<file path="src/rtl/mult_share_pkg.sv">
// Shared types and constants for the two-requester multiplier arbiter.
// Holds the FSM encoding, requester IDs and the grant-history reset value.
package mult_share_pkg;

   typedef enum logic [1:0] {
      IDLE = 2'd0,
      EXEC = 2'd1,
      RESP = 2'd2
   } state_t;

   localparam logic REQ0 = 1'b0;
   localparam logic REQ1 = 1'b1;

   // Last grant resets to requester 1 so requester 0 wins the first contention
   localparam logic LAST_GRANT_RST = REQ1;

endpackage

</file>
<file path="src/rtl/booth_multiplier.sv">
// Combinational radix-2 Booth multiplier: signed N x N -> 2N product.
// Inputs are two's complement; the full-width result never saturates.
module booth_multiplier #(
   parameter int N = 4
) (
   input  logic [N-1:0]   a,
   input  logic [N-1:0]   b,
   output logic [2*N-1:0] p
);

   logic [2*N-1:0] a_ext_s;
   logic [N:0]     b_ext_s;
   logic [2*N-1:0] acc_s;

   // Recode each multiplier bit pair {b[i], b[i-1]} into add/subtract/skip
   always_comb begin
      a_ext_s = {{N{a[N-1]}}, a};
      b_ext_s = {b, 1'b0};
      acc_s   = '0;
      for (int i = 0; i < N; i++) begin
         case (b_ext_s[i +: 2])
            2'b01:   acc_s = acc_s + (a_ext_s << i);
            2'b10:   acc_s = acc_s - (a_ext_s << i);
            default: acc_s = acc_s;
         endcase
      end
      p = acc_s;
   end

endmodule

</file>
<file path="src/rtl/mult_share_arbiter.sv">
// Round-robin arbiter sharing one Booth multiplier between two requesters.
// Operands and product are registered; one operation is in flight at a time.
module mult_share_arbiter
   import mult_share_pkg::*;
#(
   parameter int N     = 4,
   parameter int CNT_W = 16
) (
   input  logic             clk,
   input  logic             rst_n,
   input  logic             req0_valid,
   output logic             req0_ready,
   input  logic [N-1:0]     req0_a,
   input  logic [N-1:0]     req0_b,
   input  logic             req1_valid,
   output logic             req1_ready,
   input  logic [N-1:0]     req1_a,
   input  logic [N-1:0]     req1_b,
   output logic             rsp0_valid,
   input  logic             rsp0_ready,
   output logic             rsp1_valid,
   input  logic             rsp1_ready,
   output logic [2*N-1:0]   rsp_p,
   output logic             busy,
   output logic [CNT_W-1:0] op_count
);

   state_t           state_r;
   state_t           next_state_s;
   logic             owner_r;
   logic             last_grant_r;
   logic [N-1:0]     a_r;
   logic [N-1:0]     b_r;
   logic [2*N-1:0]   product_s;
   logic [2*N-1:0]   rsp_p_r;
   logic [CNT_W-1:0] op_count_r;
   logic             busy_r;
   logic             rsp0_valid_r;
   logic             rsp1_valid_r;
   logic             grant0_s;
   logic             grant1_s;
   logic             rsp_hs_s;

   booth_multiplier #(.N(N)) u_mult (
      .a (a_r),
      .b (b_r),
      .p (product_s)
   );

   // Arbitration is open only in IDLE; reset closes both readies immediately
   always_comb begin
      grant0_s = 1'b0;
      grant1_s = 1'b0;
      if (rst_n && (state_r == IDLE)) begin
         grant0_s = req0_valid && (!req1_valid || (last_grant_r == REQ1));
         grant1_s = req1_valid && (!req0_valid || (last_grant_r == REQ0));
      end else begin
         grant0_s = 1'b0;
         grant1_s = 1'b0;
      end
   end

   // Response handshake counts only on the owner's channel
   always_comb begin
      rsp_hs_s = 1'b0;
      if (state_r == RESP) begin
         rsp_hs_s = (owner_r == REQ0) ? rsp0_ready : rsp1_ready;
      end else begin
         rsp_hs_s = 1'b0;
      end
   end

   // Next-state logic
   always_comb begin
      next_state_s = state_r;
      case (state_r)
         IDLE: begin
            if (grant0_s || grant1_s) begin
               next_state_s = EXEC;
            end else begin
               next_state_s = IDLE;
            end
         end
         EXEC: next_state_s = RESP;
         RESP: begin
            if (rsp_hs_s) begin
               next_state_s = IDLE;
            end else begin
               next_state_s = RESP;
            end
         end
         default: next_state_s = IDLE;
      endcase
   end

   // State register and registered status outputs
   always_ff @(posedge clk or negedge rst_n) begin
      if (!rst_n) begin
         state_r      <= IDLE;
         busy_r       <= 1'b0;
         rsp0_valid_r <= 1'b0;
         rsp1_valid_r <= 1'b0;
      end else begin
         state_r      <= next_state_s;
         busy_r       <= (next_state_s != IDLE);
         rsp0_valid_r <= (next_state_s == RESP) && (owner_r == REQ0);
         rsp1_valid_r <= (next_state_s == RESP) && (owner_r == REQ1);
      end
   end

   // Operand capture and grant history on request handshake
   always_ff @(posedge clk or negedge rst_n) begin
      if (!rst_n) begin
         a_r          <= '0;
         b_r          <= '0;
         owner_r      <= REQ0;
         last_grant_r <= LAST_GRANT_RST;
      end else if (grant0_s) begin
         a_r          <= req0_a;
         b_r          <= req0_b;
         owner_r      <= REQ0;
         last_grant_r <= REQ0;
      end else if (grant1_s) begin
         a_r          <= req1_a;
         b_r          <= req1_b;
         owner_r      <= REQ1;
         last_grant_r <= REQ1;
      end
   end

   // Product capture at the end of EXEC; held until the next operation
   always_ff @(posedge clk or negedge rst_n) begin
      if (!rst_n) begin
         rsp_p_r <= '0;
      end else if (state_r == EXEC) begin
         rsp_p_r <= product_s;
      end
   end

   // Completed-operation counter, wraps naturally
   always_ff @(posedge clk or negedge rst_n) begin
      if (!rst_n) begin
         op_count_r <= '0;
      end else if (rsp_hs_s) begin
         op_count_r <= op_count_r + CNT_W'(1);
      end
   end

   assign req0_ready = grant0_s;
   assign req1_ready = grant1_s;
   assign rsp0_valid = rsp0_valid_r;
   assign rsp1_valid = rsp1_valid_r;
   assign rsp_p      = rsp_p_r;
   assign busy       = busy_r;
   assign op_count   = op_count_r;

endmodule

</file>
<file path="config.mk">
export PLATFORM = sky130hd
export DESIGN_NAME = mult_share_arbiter
export DESIGN_NICKNAME = d
export VERILOG_FILES = /design/src/rtl/mult_share_pkg.sv /design/src/rtl/booth_multiplier.sv /design/src/rtl/mult_share_arbiter.sv
export SDC_FILE = /design/constraint.sdc
export NUM_CORES = 1
export LEC_CHECK = 0
export CORE_MARGIN = 2
export CORE_UTILIZATION = 40
export DETAILED_ROUTE_END_ITERATION = 8
export PLACE_DENSITY = 0.61
export SLEW_MARGIN = 30
export SYNTH_ARGS = -nofsm -noshare
export SYNTH_HDL_FRONTEND = slang
export SYNTH_HIERARCHICAL = 1
export SYNTH_SLANG_ARGS = --single-unit
</file>
<file path="constraint.sdc">
create_clock -name clk -period 12 [get_ports clk]
set_input_delay 1.8 -clock clk [delete_from_list [all_inputs] [get_ports clk]]
set_output_delay 1.8 -clock clk [all_outputs]
set_load 0.05 [all_outputs]
</file>
==> results of run 1 <==
==> layout by cell type, fill, tap and decap left out, drive strengths merged, types with 3 or more instances in the layout <==
cell type / count
mux2: 14
nand4: 6
dfrtp: 38
nor2b: 5
clkdlybuf4s50: 49
o21a: 3
fa: 3
o21ai: 8
and4: 3
xor2: 6
and3: 4
a31oi: 10
mux2i: 6
ha: 16
nand2: 32
nand2b: 7
clkinv: 3
clkbuf: 6
nor2: 29
nor4: 3
xnor2: 23
or3: 5
nand3: 10
nor3: 7
a21oi: 12
a21o: 7
inv: 20
==> cells by family after synthesis <==
group	count (synthesis)	synth area share
xor gates and xnor gates	29	0.0874
adders and majority gates	20	0.0935
and+or+nand+nor	118	0.209
AOI/OAI and AO/OA	61	0.148
buffers and inverters	37	0.0495
DFF	39	0.336
muxes	20	0.0762
==> worst min-delay path, stage by stage (launching register included) <==
cell and delay (ns):
sky130_fd_sc_hd__dfstp_2 0.38, sky130_fd_sc_hd__nand2_1 0.05, sky130_fd_sc_hd__nand2_1 0.05
==> sequential cells by signal (all words and copies together), names as in the netlist <==
signal,count
rsp0_valid,1
owner_r,1
last_grant_r,1
op_count,16
a_r,4
rsp1_valid,1
busy,1
b_r,4
rsp_p,8
state_r,2
==> final timing paths <==
check	startpoint	end	slack, ns
max	rst_n	req0_ready	6.05
min	last_grant_r	last_grant_r	0.47
max reg2reg	b_r[0]	rsp_p[7]	6.32
min reg2reg	last_grant_r	last_grant_r	0.47
max in group asynchronous	rst_n	last_grant_r	10.08
min in group asynchronous	rst_n	op_count[13]	1.57
==> final cells by class <==
cell class | count | area [µm²]
tap | 99 | 124
timing repair buffer | 51 | 503
clock buffer | 6 | 82.6
inverter | 22 | 82.6
fill | 694 | 3580
clock inverter | 1 | 5.00
sequential | 39 | 977
multi-input combinational | 248 | 1780
==> through the flow <==
| step | util | hold WS [ns] | area (µm²) | instances | setup WS, ns |
|---|---|---|---|---|---|
| floorplan | - | 0.444 | 2910 | 324 | 6.89 |
| global placement | 0.486 | 0.461 | 3470 | 459 | 6.07 |
| detailed placement | 0.486 | 0.463 | 3470 | 459 | 6.01 |
| CTS | 0.499 | 0.477 | 3560 | 466 | 6.01 |
| global route | 0.499 | 0.498 | 3560 | 466 | 5.76 |
| finish | 0.499 | 0.473 | 3560 | 466 | 6.05 |
==> metal layers <==
metal	GRT usage	wire [µm]	vias to the layer above
met3	0.0277	259	2
met2	0.302	3190	39
met1	0.242	3080	1157
li1	-	-	1217
met5	0	0	-
met4	0.0326	23	0
==> impl_results.md, run 1 <==
* Layout overhead on the synthesized area at 22.5%
* Number of global-route vias before repair at 2,396
* Crit path max-delay cell type: sky130_fd_sc_hd__clkdlybuf4s50_1
* Global-route wire length before repair at 11,200 µm
* Cell types with the highest counts after synthesis: sky130_fd_sc_hd__dfrtp_1 (38), sky130_fd_sc_hd__nand2_1 (32), sky130_fd_sc_hd__nor2_1 (29), sky130_fd_sc_hd__xnor2_1 (23), sky130_fd_sc_hd__inv_1 (20)
* Period Utilization, post-route at 0.496
* Setup violation total in the final timing report at 0
* Yosys synthesis warning count at 6
* Input/output buffers at 50
* Overall overflow remaining after global route at 0
* CP max stage delay at 0.82 ns
* Share of final-layout standard cells stronger than drive strength 1 at 0.0845
* Die footprint at 7960 µm²
* Maximum number of pins on one net before global-route repair at 41
* Setup repair after global routing missed its margin: no
* Biggest area contributors in the synthesized netlist: sky130_fd_sc_hd__dfrtp_1 (33%), sky130_fd_sc_hd__xnor2_1 (6.9%), sky130_fd_sc_hd__ha_1 (6.9%), sky130_fd_sc_hd__mux2_2 (5.0%), sky130_fd_sc_hd__nand2_1 (4.1%)
* Die boundary height at 89.2 µm
* Transition at the pin with the smallest max-transition slack at 0.689 ns
* Clk pin slew, worst setup/hold paths at 0.07 ns
* Cell Area, Synth at 2910 µm²
* Inserted Clock Buffers at 5
* TNS Setup at 0 ns
* Root buffer cell: sky130_fd_sc_hd__clkbuf_8
* Final Max Slew Viols at 0
* Outcome: completed
* Floorplan row count at 31
* Worst Setup End Kind: output pin
* Sequential-to-total area share from yosys stat at 0.336
* Top cell type by total area after synthesis: sky130_fd_sc_hd__dfrtp_1
* Post-synth ARST share at 1.00
* Number of register bits inferred by synthesis at 39
* ANT nets after route at 0
* Number of clock sinks seen by CTS at 39
* Number of instances in the synthesized netlist at 324
* Worst Path Arrival at 4.15 ns
* R2R depth at 24
* Total number of cells along the worst setup path at 6
* Shortest clock period the worst path allows after layout at 5.95 ns
* Post-cts gate resize count at 0
* CTS tree: built
* Initial core utilization at 0.407
* Number of diodes added for antenna fixing at 0
* Post-route DRC violation count at 0
* Drt initial violations at 76
* Number of synthesized flops with an enable pin at 0
* Number of nets in the final layout at 408
* Average vias per placed instance at 5.18
* Fraction of post-synthesis cell area in the top cell type by area at 0.327
* Final weighted congestion of routability-driven global placement at 0.812
* Number of antenna violations at the first check in global routing at 0
* Maximum fanout count along the critical path at 40
* Cell Chain, Critical Path: buf_2 -> buf_4 -> nor3b_1 -> nand3_1 -> inv_1 -> clkdlybuf4s50_1
* Hold buffers post-CTS at 0
* Startpoint Class: input pin
* Dominant delay contributor by cell family on the critical path: buffers and inverters
* Via total after detailed routing at 2,415
* Number of buffer and inverter instances along the worst setup path at 4
* Max transition margin at 0.540
* Max-cap check violation count at 0
* Number of H-tree levels at 2
* Primary flip-flop cell chosen by synthesis mapping: sky130_fd_sc_hd__dfrtp_1
* Hold Violations, Final at 0
* Setup fix buffers added after clock tree synthesis at 0
* WL/cell at 14.1 µm
* Clk Latency, worst-skew pair at 0.28 ns
* Total GRT Usage at 0.177
* First-pass iteration count of the detailed router at 4
* Library cells used by synthesis at 56
* Final WL at 6560 µm
* Post-Syn Nets at 365
* Kind of critical path: input pin to output pin
* Die X-Extent at 89.2 µm
* DP Wirelength at 4970 µm
* WP data required at 10.20 ns
* Post-Synthesis Mean Instance Area at 8.97 µm²
* Maximum number of buffers from clock root to sink at 2
* Top Ports at 51
* Hold crit path type: register to register
* Area of the core region at 7140 µm²
* Worst hold path stage count at 2
* Clk_skew at 0.00434 ns
* FMAX at 168 MHz
* Most used standard cell by instance count after synthesis: sky130_fd_sc_hd__dfrtp_1
Power of run 1 is not shown: default switching activity piles up to over one toggle a cycle in this logic, so the estimate is an artifact.
==> inputs of run 2 (changes only) <==
- PLACE_DENSITY: 0.61 -> 0.64
- clock period: 12 -> 5 ns (I/O delays scaled with it)
==> run 2 against run 1 <==
Clock-buffer cell count is 2 higher. Clock skew hardly changed. Cell count is 3.2% higher. Critical path type is now register to register. Largest cell class unchanged. Worst setup slack worse by 5.8 ns. Flip-flop and latch count stayed put. Core utilization is 2.5 points higher.
==> impl_results.md, run 2 (synthesis gave the netlist of run 1 again) <==
* Most frequent standard cell in the layout excluding fill and tap cells: sky130_fd_sc_hd__clkdlybuf4s50_1 (unchanged)
* Die footprint at 7960 µm² (unchanged)
* Input/output buffers at 50 (unchanged)
* Maximum number of pins on one net before global-route repair at 40 (was 41)
* Kind of critical path: register to register (was input pin to output pin)
* Post-route DRC violation count at 0 (unchanged)
* Final weighted congestion of routability-driven global placement at 0.808 (was 0.812)
* Utilization after layout at 0.523 (was 0.499)
* Root buffer cell: sky130_fd_sc_hd__clkbuf_8 (unchanged)
* Shortest clock period the worst path allows after layout at 4.72 ns
* Total GRT Usage at 0.189 (was 0.177)
* Clk pin slew, worst setup/hold paths at 0.07 ns (about the same)
* Global-route wire length before repair at 11,800 µm (was 11,200 µm)
* Placed inst area at 3570 µm² (was 3470 µm²)
* Worst hold path stage count at 2 (unchanged)
* Die X-Extent at 89.2 µm (unchanged)
* Drt initial violations at 98 (was 76)
* Number of antenna violations at the first check in global routing at 0 (unchanged)
* First-pass iteration count of the detailed router at 4 (unchanged)
* Hold buffers post-CTS at 0 (unchanged)
* Area of all placed cells without fillers at 3730 µm² (was 3560 µm²)
* Max transition margin at 0.522 (was 0.540)
* Overall overflow remaining after global route at 0 (unchanged)
* Crit path max-delay cell type: sky130_fd_sc_hd__dfrtp_1 (was sky130_fd_sc_hd__clkdlybuf4s50_1)
* R2R depth at 24 (unchanged)
* Number of nets in the final layout at 422 (was 408)
* DP Wirelength at 5190 µm (was 4970 µm)
* Hold crit path type: register to register (unchanged)
* Outcome: completed (unchanged)
* Final WL at 6960 µm (was 6560 µm)
* Floorplan row count at 31 (unchanged)
* CP max stage delay at 0.37 ns (was 0.82 ns)
* Setup violation total in the final timing report at 0 (unchanged)
* Commonest cells after routing, fill and taps aside: sky130_fd_sc_hd__clkdlybuf4s50_1 (49), sky130_fd_sc_hd__dfrtp_1 (38), sky130_fd_sc_hd__nand2_1 (31), sky130_fd_sc_hd__nor2_1 (29), sky130_fd_sc_hd__xnor2_1 (22) (was sky130_fd_sc_hd__clkdlybuf4s50_1 (49), sky130_fd_sc_hd__dfrtp_1 (38), sky130_fd_sc_hd__nand2_1 (32), sky130_fd_sc_hd__nor2_1 (29), sky130_fd_sc_hd__xnor2_1 (23))
* Top Ports at 51 (unchanged)
* ANT nets after route at 0 (unchanged)
* Number of global-route vias before repair at 2,514 (was 2,396)
* Area of the core region at 7140 µm² (unchanged)
* Most repeated library cell on the critical path: sky130_fd_sc_hd__ha_1
* Final Max Slew Viols at 0 (unchanged)
* Clk_skew at 0.00440 ns (was 0.00434 ns)
* Clk Latency, worst-skew pair at 0.29 ns (was 0.28 ns)
* Maximum fanout count along the critical path at 4 (was 40)
* WL/cell at 14.5 µm (was 14.1 µm)
* FMAX at 212 MHz
* Inserted Clock Buffers at 5 (unchanged)
* CTS tree: built (unchanged)
* Transition at the pin with the smallest max-transition slack at 0.714 ns (was 0.689 ns)
* Share of final-layout standard cells stronger than drive strength 1 at 0.144 (was 0.0845)
* Via total after detailed routing at 2,528 (was 2,415)
* Maximum number of buffers from clock root to sink at 2 (unchanged)
* Layout overhead on the synthesized area at 28.6% (was 22.5%)
* WP data required at 5.18 ns (was 10.20 ns)
* Startpoint Class: register (was input pin)
* Die boundary height at 89.2 µm (unchanged)
* Initial core utilization at 0.407 (unchanged)
* Worst Path Arrival at 4.90 ns (was 4.15 ns)
* Cell Chain, Critical Path: clkinv_2 -> ha_1 -> mux2_2 -> inv_1 -> ha_1 -> inv_1 -> o21ba_2 -> maj3_2 -> xor2_1 -> or3_4 -> nand2_2 -> ha_4 -> o21a_1 -> o31a_1 -> a211oi_1 -> a21o_1 -> ha_1 -> a21o_1 -> a21oi_2 -> xor2_1 -> nor2_1 -> xnor2_1 -> xnor2_1 -> mux2_2 (was buf_2 -> buf_4 -> nor3b_1 -> nand3_1 -> inv_1 -> clkdlybuf4s50_1)
* Max-cap check violation count at 0 (unchanged)
* Period Utilization, post-route at 0.945
* Worst Setup End Kind: register (was output pin)
* Hold Violations, Final at 0 (unchanged)
* Number of diodes added for antenna fixing at 0 (unchanged)
* Number of H-tree levels at 2 (unchanged)
* Average vias per placed instance at 5.26 (was 5.18)
* Flip-flop count of the largest register, all copies and words added at 16 (unchanged)
* Number of clock sinks seen by CTS at 39 (unchanged)
run 2: what timing repair did:
action / in CTS / in global routing
setup endpoints to repair: 0 / 1
gates resized for setup: 0 / 12
buffers inserted: 0 / 1
run 2: final cells by class:
cell class	instances	area, µm²
inverter	22	83.8
multi-input combinational	248	1840
sequential	39	977
timing repair buffer	65	608
tap	99	124
clock buffer	8	100
fill	677	3400
run 2: metrics by stage:
stage / setup TNS (ns) / setup WS [ns] / std cells / hold slack [ns]
2_1_floorplan: 0 / 0.00347 / 324 / 0.444
6_report: 0 / 0.276 / 481 / 0.469
3_5_place_dp: 0 / 0.108 / 472 / 0.457
5_1_grt: -0.0171 / -0.0171 / 481 / 0.497
4_1_cts: 0 / 0.0981 / 480 / 0.469
3_3_place_gp: 0 / 0.222 / 472 / 0.453
run 2: worst paths after layout:
path	start	to	slack, ns
min in group asynchronous	rst_n	op_count[13]	0.55
max reg2reg	b_r[0]	rsp_p[7]	0.28
max	b_r[0]	rsp_p[7]	0.28
max in group asynchronous	rst_n	last_grant_r	4.09
min reg2reg	last_grant_r	last_grant_r	0.47
min	last_grant_r	last_grant_r	0.47
run 2: critical path: cells and delay by family (launching register included):
family / cells / cell delay (ns)
muxes: 2 / 0.50
buffers and inverters: 3 / 0.15
xor gates and xnor gates: 4 / 0.61
AOI/OAI and AO/OA: 7 / 1.20
DFF: 1 / 0.37
adders and majority gates: 5 / 1.27
and+or+nand+nor: 3 / 0.51
run 2: metal layers:
metal	wire length [µm]	up-vias	GRT usage
met1	3140	1218	0.250
met3	248	11	0.0305
met2	3430	53	0.310
li1	-	1246	-
met5	0	-	0
met4	144	0	0.0733
Power of run 2 is left out for the same reason.
